## config.mk

```make
export PLATFORM = sky130hd
export DESIGN_NAME = car_alarm_controller
export DESIGN_NICKNAME = d
export VERILOG_FILES = /design/src/rtl/car_alarm_controller_pkg.sv /design/src/rtl/alarm_timer.sv /design/src/rtl/car_alarm_controller.sv
export SDC_FILE = /design/constraint.sdc
export NUM_CORES = 1
export LEC_CHECK = 0
export ABC_AREA = 1
export BUFFER_PORTS_ARGS = -buffer_cell sky130_fd_sc_hd__buf_2
export CAP_MARGIN = 20
export CORE_ASPECT_RATIO = 0.75
export CORE_MARGIN = 3
export CORE_UTILIZATION = 41
export DETAILED_ROUTE_END_ITERATION = 7
export PLACE_DENSITY = 0.71
export SETUP_SLACK_MARGIN = 0.4
export SLEW_MARGIN = 10
export SYNTH_ARGS = -nofsm -noshare
export SYNTH_HDL_FRONTEND = slang
export SYNTH_HIERARCHICAL = 1
export SYNTH_SLANG_ARGS = --single-unit
```

## constraint.sdc

```tcl
create_clock -name clk -period 4.75 [get_ports clk]
set_input_delay 0.2375 -clock clk [delete_from_list [all_inputs] [get_ports clk]]
set_output_delay 0.2375 -clock clk [all_outputs]
set_load 0.005 [all_outputs]
```

## src/rtl/car_alarm_controller_pkg.sv

```systemverilog
// ============================================================================
// car_alarm_controller_pkg : state codes and widths shared by the alarm blocks
// Revision: 1.0
// ============================================================================
`default_nettype none

package car_alarm_controller_pkg;

    localparam int STATE_W = 3;

    typedef enum logic [STATE_W-1:0] {
        ST_DISARMED    = 3'd0,
        ST_EXIT_DELAY  = 3'd1,
        ST_ARMED       = 3'd2,
        ST_ENTRY_DELAY = 3'd3,
        ST_ALARM       = 3'd4,
        ST_REARM       = 3'd5
    } state_t;

endpackage

`default_nettype wire

```

## src/rtl/alarm_timer.sv

```systemverilog
// ============================================================================
// alarm_timer : loadable down-counter with zero flag for the alarm sequencer
// Revision: 1.0
// ============================================================================
`default_nettype none

module alarm_timer #(
    parameter int CNT_W = 8
) (
    input  logic             clk,
    input  logic             rst_n,
    input  logic             load,
    input  logic [CNT_W-1:0] load_value,
    input  logic             dec,
    output logic             zero
);

    logic [CNT_W-1:0] count;

    // Load wins over decrement; the counter never wraps below zero.
    always_ff @(posedge clk or negedge rst_n) begin
        if (!rst_n) begin
            count <= '0;
        end else if (load) begin
            count <= load_value;
        end else if (dec && (count != '0)) begin
            count <= count - 1'b1;
        end
    end

    assign zero = (count == '0);

endmodule

`default_nettype wire

```

## src/rtl/car_alarm_controller.sv

```systemverilog
// ============================================================================
// car_alarm_controller : arm/disarm sequencing, siren timing, lights reminder
// Revision: 1.0
// ============================================================================
`default_nettype none

module car_alarm_controller
    import car_alarm_controller_pkg::*;
#(
    parameter int EXIT_CYCLES  = 4,
    parameter int ENTRY_CYCLES = 8,
    parameter int SIREN_CYCLES = 16,
    parameter int CNT_W        = 8
) (
    input  logic               clk,
    input  logic               rst_n,
    input  logic               ArmRequest,
    input  logic               DisarmRequest,
    input  logic               CarLightsOnSign,
    input  logic               OpenDoorSign,
    input  logic               IgnitionSignalOn,
    output logic               SirenOn,
    output logic               ArmedIndicator,
    output logic               LightsReminder,
    output logic [STATE_W-1:0] State,
    output logic [3:0]         TriggerCount
);

    localparam logic [CNT_W-1:0] EXIT_LOAD  = CNT_W'(EXIT_CYCLES - 1);
    localparam logic [CNT_W-1:0] ENTRY_LOAD = CNT_W'(ENTRY_CYCLES - 1);
    localparam logic [CNT_W-1:0] SIREN_LOAD = CNT_W'(SIREN_CYCLES - 1);

    state_t           state;
    state_t           next_state;
    logic             tmr_load;
    logic [CNT_W-1:0] tmr_value;
    logic             tmr_dec;
    logic             tmr_zero;
    logic [3:0]       next_count;
    logic             next_armed;

    alarm_timer #(
        .CNT_W (CNT_W)
    ) u_timer (
        .clk        (clk),
        .rst_n      (rst_n),
        .load       (tmr_load),
        .load_value (tmr_value),
        .dec        (tmr_dec),
        .zero       (tmr_zero)
    );

    always_ff @(posedge clk or negedge rst_n) begin
        if (!rst_n) begin
            state          <= ST_DISARMED;
            SirenOn        <= 1'b0;
            ArmedIndicator <= 1'b0;
            LightsReminder <= 1'b0;
            TriggerCount   <= 4'd0;
        end else begin
            state          <= next_state;
            SirenOn        <= (next_state == ST_ALARM);
            ArmedIndicator <= next_armed;
            LightsReminder <= CarLightsOnSign & OpenDoorSign & ~IgnitionSignalOn;
            TriggerCount   <= next_count;
        end
    end

    always_comb begin
        next_state = state;
        tmr_load   = 1'b0;
        tmr_value  = '0;
        tmr_dec    = 1'b0;
        if (DisarmRequest) begin
            next_state = ST_DISARMED;
            tmr_load   = 1'b1;
        end else begin
            case (state)
                ST_DISARMED: begin
                    if (ArmRequest && !IgnitionSignalOn) begin
                        next_state = ST_EXIT_DELAY;
                        tmr_load   = 1'b1;
                        tmr_value  = EXIT_LOAD;
                    end
                end
                ST_EXIT_DELAY: begin
                    if (tmr_zero) next_state = ST_ARMED;
                    else          tmr_dec    = 1'b1;
                end
                ST_ARMED: begin
                    if (IgnitionSignalOn) begin
                        next_state = ST_ALARM;
                        tmr_load   = 1'b1;
                        tmr_value  = SIREN_LOAD;
                    end else if (OpenDoorSign) begin
                        next_state = ST_ENTRY_DELAY;
                        tmr_load   = 1'b1;
                        tmr_value  = ENTRY_LOAD;
                    end
                end
                ST_ENTRY_DELAY: begin
                    if (tmr_zero) begin
                        next_state = ST_ALARM;
                        tmr_load   = 1'b1;
                        tmr_value  = SIREN_LOAD;
                    end else begin
                        tmr_dec = 1'b1;
                    end
                end
                ST_ALARM: begin
                    if (tmr_zero) next_state = ST_REARM;
                    else          tmr_dec    = 1'b1;
                end
                ST_REARM: begin
                    if (!OpenDoorSign) next_state = ST_ARMED;
                end
                default: begin
                    next_state = ST_DISARMED;
                    tmr_load   = 1'b1;
                end
            endcase
        end
    end

    // Count entries into ALARM only, so a long siren dwell counts once.
    always_comb begin
        next_count = TriggerCount;
        if (DisarmRequest) begin
            next_count = 4'd0;
        end else if ((next_state == ST_ALARM) && (state != ST_ALARM) && (TriggerCount != 4'd15)) begin
            next_count = TriggerCount + 4'd1;
        end
    end

    assign next_armed = (next_state == ST_ARMED) || (next_state == ST_ENTRY_DELAY) ||
                        (next_state == ST_ALARM) || (next_state == ST_REARM);

    assign State = state;

endmodule

`default_nettype wire
```

### Word-level counts from Yosys, hierarchy flattened

Cells that the tools add are included.

| storage, ports and cells | value |
|---|---|
| output and inout port bits | 10 |
| bits in registers | 18 |

| cells by class | value |
|---|---|
| reductions and logical operators | 15 |
| bitwise operators | 3 |
| equality and inequality tests | 11 |
| $add $sub $neg | 2 |
| multiplexer cells | 28 |

Operators with widths:

| cell | count |
|---|---|
| 2-to-1 mux 3 bit | 9 |
| 2-to-1 mux 4 bit | 5 |
| one-hot mux 3 bit (6 select lines) | 1 |
| 2-to-1 mux 8 bit | 2 |
| equality test 3 x 2 -> 1 bit, second input constant | 4 |
| equality test 3 bit, second input constant | 4 |
| one-hot mux 4 bit (3 select lines) | 1 |
| logical NOT 8 bit | 1 |
| 2-to-1 mux 1 bit | 8 |
| nonzero test 8 bit | 1 |
| subtractor 8 x 1 -> 8 bit, second input constant | 1 |
| OR reduction 3 bit | 2 |
| adder 4 x 1 -> 4 bit, second input constant | 1 |
| logical AND 1 bit | 4 |
| != test 4 bit, second input constant | 1 |
| one-hot mux 1 bit (4 select lines) | 1 |
| nonzero test 2 bit | 2 |
| equality test 3 x 1 -> 1 bit, second input constant | 1 |
| logical NOT 3 bit | 1 |
| logical OR 1 bit | 3 |
| != test 3 bit, second input constant | 1 |
| AND 1 bit | 2 |
| 2-to-1 mux 2 bit | 1 |
| logical NOT 1 bit | 1 |
| inverter 1 bit | 1 |

### Depth between registers and ports, before layout

| depth | value |
|---|---|
| depth in word-level cells | 10 |
| depth in mapped cells | 12 |

### Modules after synthesis

Netlist, hierarchy kept.

Modules (own cells, without submodules):

| module | cells each | instances | area each (um^2) | seq. area each (um^2) |
|---|---|---|---|---|
| car_alarm_controller | 84 | 1 | 653.1 | 250.2 |
| alarm_timer | 93 | 1 | 596.8 | 200.2 |

### Worst setup path after synthesis

Ideal clock, no wire load.

| timing | value |
|---|---|
| path type | reg-to-reg |
| from | reg u_timer.count[0] |
| to | reg u_timer.count[0] |
| data required time | 4.625 ns |
| data arrival time | 1.907 ns |
| cell stages (with the launch flop) | 11 |
| setup slack | 2.718 ns |
| buffers on the path | 1 |
| setup time | 0.125 ns |
| cell sequence | dfrtp_1 inv_1 ha_1 nand2_1 nor2_1 nand4_2 nand4_1 clkbuf_1 o21ai_0 nand2_1 o21ai_1 |

| on the way | value |
|---|---|
| elaborated cells between the ends (all ways) | 16 |

RTL lines:

| what | RTL line | RTL |
|---|---|---|
| start, declared | alarm_timer.sv:18 | `logic [CNT_W-1:0] count;` |
| start signal, assigned | alarm_timer.sv:25 | `count <= load_value;` |
| start signal, assigned | alarm_timer.sv:27 | `count <= count - 1'b1;` |
| logical NOT 8 bit * | alarm_timer.sv:31 | `assign zero = (count == '0);` |
| net tmr_zero | car_alarm_controller.sv:38 | `logic tmr_zero;` |
| 2-to-1 mux 1 bit * | car_alarm_controller.sv:102 | `if (tmr_zero) begin` |
| one-hot mux 1 bit (4 select lines) * | car_alarm_controller.sv:78 | `case (state)` |
| 2-to-1 mux 1 bit * | car_alarm_controller.sv:74 | `if (DisarmRequest) begin` |
| net tmr_load | car_alarm_controller.sv:35 | `logic tmr_load;` |
| 2-to-1 mux 8 bit / nonzero test 2 bit (equally long branches) | - |  |

Mark *: on every way through the listed nets, which the timed path passes. The rest lies on a longest branch. The select of a mux whose other input is x is not followed.
A chain may end at the register's enable or synchronous reset.

### Worst setup path in the final report

| timing | value |
|---|---|
| from | reg u_timer.count[0] |
| to | reg u_timer.count[2] |

Same word-level chain as after synthesis.

==> qor.txt <==
DIE
-------------------------------------------------------------------------------------
Die ar.                                                                   0.00375 mm2
Die outline width                                                             69.8 um
Starting Density                                                                45.2%
I/O Pins                                                                           17
Y dimension of the die                                                        53.8 um
Core Box Area                                                             0.00276 mm2
Count of standard-cell rows                                                        16

POWER
-------------------------------------------------------------------------------------
Power Density                                                              321 mW/mm2
Leakage dissipation                                                          0.837 nW
Power consumption                                                            0.462 mW
VDD IR max                                                                     225 uV

CLOCKING
-------------------------------------------------------------------------------------
H-Tree Depth                                                                        1
Clock tree from TritonCTS                                                       built
Total clock sinks                                                                  18
Number of clock buffers inserted by TritonCTS                                       3
CTS Buffer Depth                                                                    2
Number of resized instances in the post-cts repair step                             0
Clock root buffer master                                                 sky130_fd_sc_hd__clkbuf_8
Clk_lat worst skew                                                             250 ps
Clock-pin slew of the registers on the worst-case setup and hold paths          70 ps

YOSYS
-------------------------------------------------------------------------------------
Syn Std Cell Area                                                         0.00125 mm2
Combinational family with the most area after synthesis                  simple AND/OR/NAND/NOR gates
Multiplexer share of the synthesized area                                          0%
Cell variety after synth                                                           28
Yosys reg bits                                                                     18
Adder and majority gate portion of the synthesized area                         3.00%
Biggest area contributors in the synthesized netlist                     sky130_fd_sc_hd__dfrtp_1 36%, sky130_fd_sc_hd__nand2_1 17%, sky130_fd_sc_hd__nand3_1 9.2%
Simple-gate area share of the yosys netlist                                     40.7%
Cell type with the largest total area after synthesis                    sky130_fd_sc_hd__dfrtp_1
Share of the synthesized netlist area taken by xor and xnor gates               1.40%
Synth top area share                                                            36.0%
Mapped Cells                                                                      177
Complex-gate fraction of the synthesized area                                   9.51%
Yosys warning count                                                                 6
Syn_area_per_cell                                                            7.06 um2
Seq/Total Area, Yosys                                                           36.0%

GLOBAL ROUTING
-------------------------------------------------------------------------------------
Global-route wire length before repair                                        4950 um
Number of antenna violations at the first check in global routing                   0
Via count of the first global-routing pass                                       1117
Maximum number of pins on one net before global-route repair                       19
Tot GR Track Use                                                                17.0%
Remaining global-route overflow                                                     0

SETUP PATH
-------------------------------------------------------------------------------------
Type of origin of the critical path                                         flip-flop
Library cell appearing most often on the critical path                   sky130_fd_sc_hd__nand2_1
Ordered cell list for the critical path                                  inv_1, ha_1, nand2_1, nor2_1, nand4_2, nand4_1, inv_1, nand2_4, clkinv_2, nand2_1, nand2_1
Largest incremental delay on the critical path                                 380 ps
CP Max Fanout                                                                      13
Dominant delay contributor by cell family on the critical path           simple AND/OR/NAND/NOR gates
Worst EP required                                                             4900 ps
Type of the setup path with the least slack                              flip-flop to flip-flop
Capturing element type of the critical path                                 flip-flop
Crit path buffers/inverters                                                         3
Endpoint arrival time on the critical path                                    2670 ps
Cell with the biggest individual delay on the critical path              sky130_fd_sc_hd__nand4_1

CELLS AND AREA
-------------------------------------------------------------------------------------
Final layout net count                                                            210
Share of layout cells above drive strength 1                                    17.6%
Post-route cell area                                                      0.00144 mm2
Diodes inserted                                                                     0
Signed area change from the synthesized netlist to the final layout             14.9%
Final Non-Filler Cells                                                            235

HOLD PATH
-------------------------------------------------------------------------------------
Type of the most critical hold path                                      input pin to flip-flop

DETAILED ROUTING
-------------------------------------------------------------------------------------
Remaining DRCs                                                                      0
Initial drt markers                                                               117
Total wire length                                                             2960 um
Antenna viol nets, final                                                            0
Via density per instance                                                         5.31
Drt pass-1 iters                                                                    4
Number of vias in the routed layout                                              1248
Drt wl/cell                                                                   12.6 um

PLACEMENT
-------------------------------------------------------------------------------------
Detailed-placement wirelength estimate                                        2250 um
Number of cells in the design after placement                                     230
Placed standard-cell area                                                 0.00137 mm2
Port Buf Inserts                                                                   16
Placer's final routability congestion estimate                                   1.00

JOB
-------------------------------------------------------------------------------------
Max-capacitance violation count                                                     0

TIMING
-------------------------------------------------------------------------------------
Highest Clock Rate                                                            396 MHz
Final worst path period share                                                   53.2%
Unrepaired setup endpoints after global routing                                    no
Slew Limit Fails                                                                    0
Tmin final                                                                    2520 ps
Total negative slack for setup checks                                            0 ps
Transition time at the pin with the least slew margin                          521 ps
Final hold viol count                                                               0
Number of endpoints failing setup at the final stage                                0
Worst slack on hold paths                                                      203 ps
Worst slew slack as a fraction of its limit                                     65.1%
Post-Route Skew                                                               2.75 ps

STATUS
-------------------------------------------------------------------------------------
Outcome                                                                  complete, no violations

through the flow:
| step | util, % | setup slack [ps] |
|---|---|---|
| after global routing | 52.0 | 2000 |
| after detailed placement | 49.6 | 2280 |
| final | 52.0 | 2230 |
| after floorplan | - | 2720 |
| after CTS | 52.0 | 2260 |
| after global placement | 49.6 | 2410 |
cell type report:
type / count / area [um2]
fill: 268 / 1330
inverter: 22 / 97.6
clock buffer: 4 / 55.1
timing repair buffer: 17 / 90.1
multi-input combinational: 138 / 698
tap: 36 / 45.0
sequential: 18 / 450
final timing paths:
path | from | end | slack (ps) | depth (start not counted)
min in group asynchronous | rst_n | State[1]$_DFF_PN0_ | 450 | 2
max in group asynchronous | rst_n | u_timer/count[1]$_DFFE_PN0P_ | 4000 | 2
worst max-delay path | u_timer/count[0]$_DFFE_PN0P_ | u_timer/count[2]$_DFFE_PN0P_ | 2230 | 11
worst max register to register | u_timer/count[0]$_DFFE_PN0P_ | u_timer/count[2]$_DFFE_PN0P_ | 2230 | 11
worst min-delay path | IgnitionSignalOn | LightsReminder$_DFF_PN0_ | 200 | 2
worst min register to register | u_timer/count[4]$_DFFE_PN0P_ | u_timer/count[4]$_DFFE_PN0P_ | 560 | 2
power by group:
part | internal [mW] | total, mW | switching (mW)
combinational | 0.0494 | 0.145 | 0.0951
sequential | 0.170 | 0.191 | 0.0207
clock | 0.0737 | 0.126 | 0.0525
registers in the layout (all words and copies together) (netlist names):
| register | cells |
|---|---|
| u_timer/count | 8 |
| TriggerCount | 4 |
| State | 3 |
| ArmedIndicator | 1 |
| LightsReminder | 1 |
| SirenOn | 1 |
worst reg2reg max path: stages (launching register included):
cell and delay (ps):
sky130_fd_sc_hd__dfrtp_1 370, sky130_fd_sc_hd__inv_1 180, sky130_fd_sc_hd__ha_1 180, sky130_fd_sc_hd__nand2_1 100, sky130_fd_sc_hd__nor2_1 330, sky130_fd_sc_hd__nand4_2 230
sky130_fd_sc_hd__nand4_1 380, sky130_fd_sc_hd__inv_1 260, sky130_fd_sc_hd__nand2_4 180, sky130_fd_sc_hd__clkinv_2 90, sky130_fd_sc_hd__nand2_1 60, sky130_fd_sc_hd__nand2_1 50
placed cells by master, fill, tap and decap left out, types with 4 or more instances in the layout:
cell type	n
sky130_fd_sc_hd__buf_2	16
sky130_fd_sc_hd__nand2_1	55
sky130_fd_sc_hd__nand3_1	23
sky130_fd_sc_hd__inv_1	18
sky130_fd_sc_hd__nand4_1	9
sky130_fd_sc_hd__dfrtp_1	18
sky130_fd_sc_hd__o21ai_0	5
sky130_fd_sc_hd__clkbuf_8	4
sky130_fd_sc_hd__conb_1	4
sky130_fd_sc_hd__nor2_1	16
cells by family after synthesis:
logic type	after synthesis
flip-flops	18
buffers and inverters	24
other	1
AO/OA/AOI/OAI	18
AND/OR/NAND/NOR	111
adder cells (fa/ha/maj)	3
XOR/XNOR	2
routing by layer:
metal | vias to the layer above | GRT usage, % | wire length, um
li1 | 625 | - | -
met1 | 556 | 22.5 | 1430
met2 | 63 | 27.1 | 1270
met3 | 4 | 5.78 | 230
met4 | 0 | 4.46 | 21
met5 | - | 0 | 0
synthesized netlist by cell type:
master and n:
sky130_fd_sc_hd__clkbuf_1 1, sky130_fd_sc_hd__nor2_2 2, sky130_fd_sc_hd__bufinv_8 1, sky130_fd_sc_hd__nor2_1 16
sky130_fd_sc_hd__a21oi_2 1, sky130_fd_sc_hd__nand2_4 1, sky130_fd_sc_hd__nand4_1 9, sky130_fd_sc_hd__nand2_2 2
sky130_fd_sc_hd__conb_1 1, sky130_fd_sc_hd__inv_2 2, sky130_fd_sc_hd__o21ai_2 1, sky130_fd_sc_hd__inv_1 18
sky130_fd_sc_hd__clkinv_2 1, sky130_fd_sc_hd__a211oi_1 1, sky130_fd_sc_hd__ha_1 3, sky130_fd_sc_hd__xor2_1 1
sky130_fd_sc_hd__nand2_1 55, sky130_fd_sc_hd__o21ai_0 5, sky130_fd_sc_hd__o21ai_4 1, sky130_fd_sc_hd__o21ai_1 3
sky130_fd_sc_hd__dfrtp_1 18, sky130_fd_sc_hd__xnor2_1 1, sky130_fd_sc_hd__a21oi_1 3, sky130_fd_sc_hd__buf_6 1
sky130_fd_sc_hd__nand3_1 23, sky130_fd_sc_hd__nand4_2 2, sky130_fd_sc_hd__nand3_2 1, sky130_fd_sc_hd__o21bai_1 3
what timing repair did:
item                                    4_1_cts  5_1_grt
endpoints found under the setup margin        0        0
hold endpoints to repair                     18        0
setup buffers                                 0        0
hold buffers                                  1        0
Note: power is estimated with default switching activity, not from simulation.
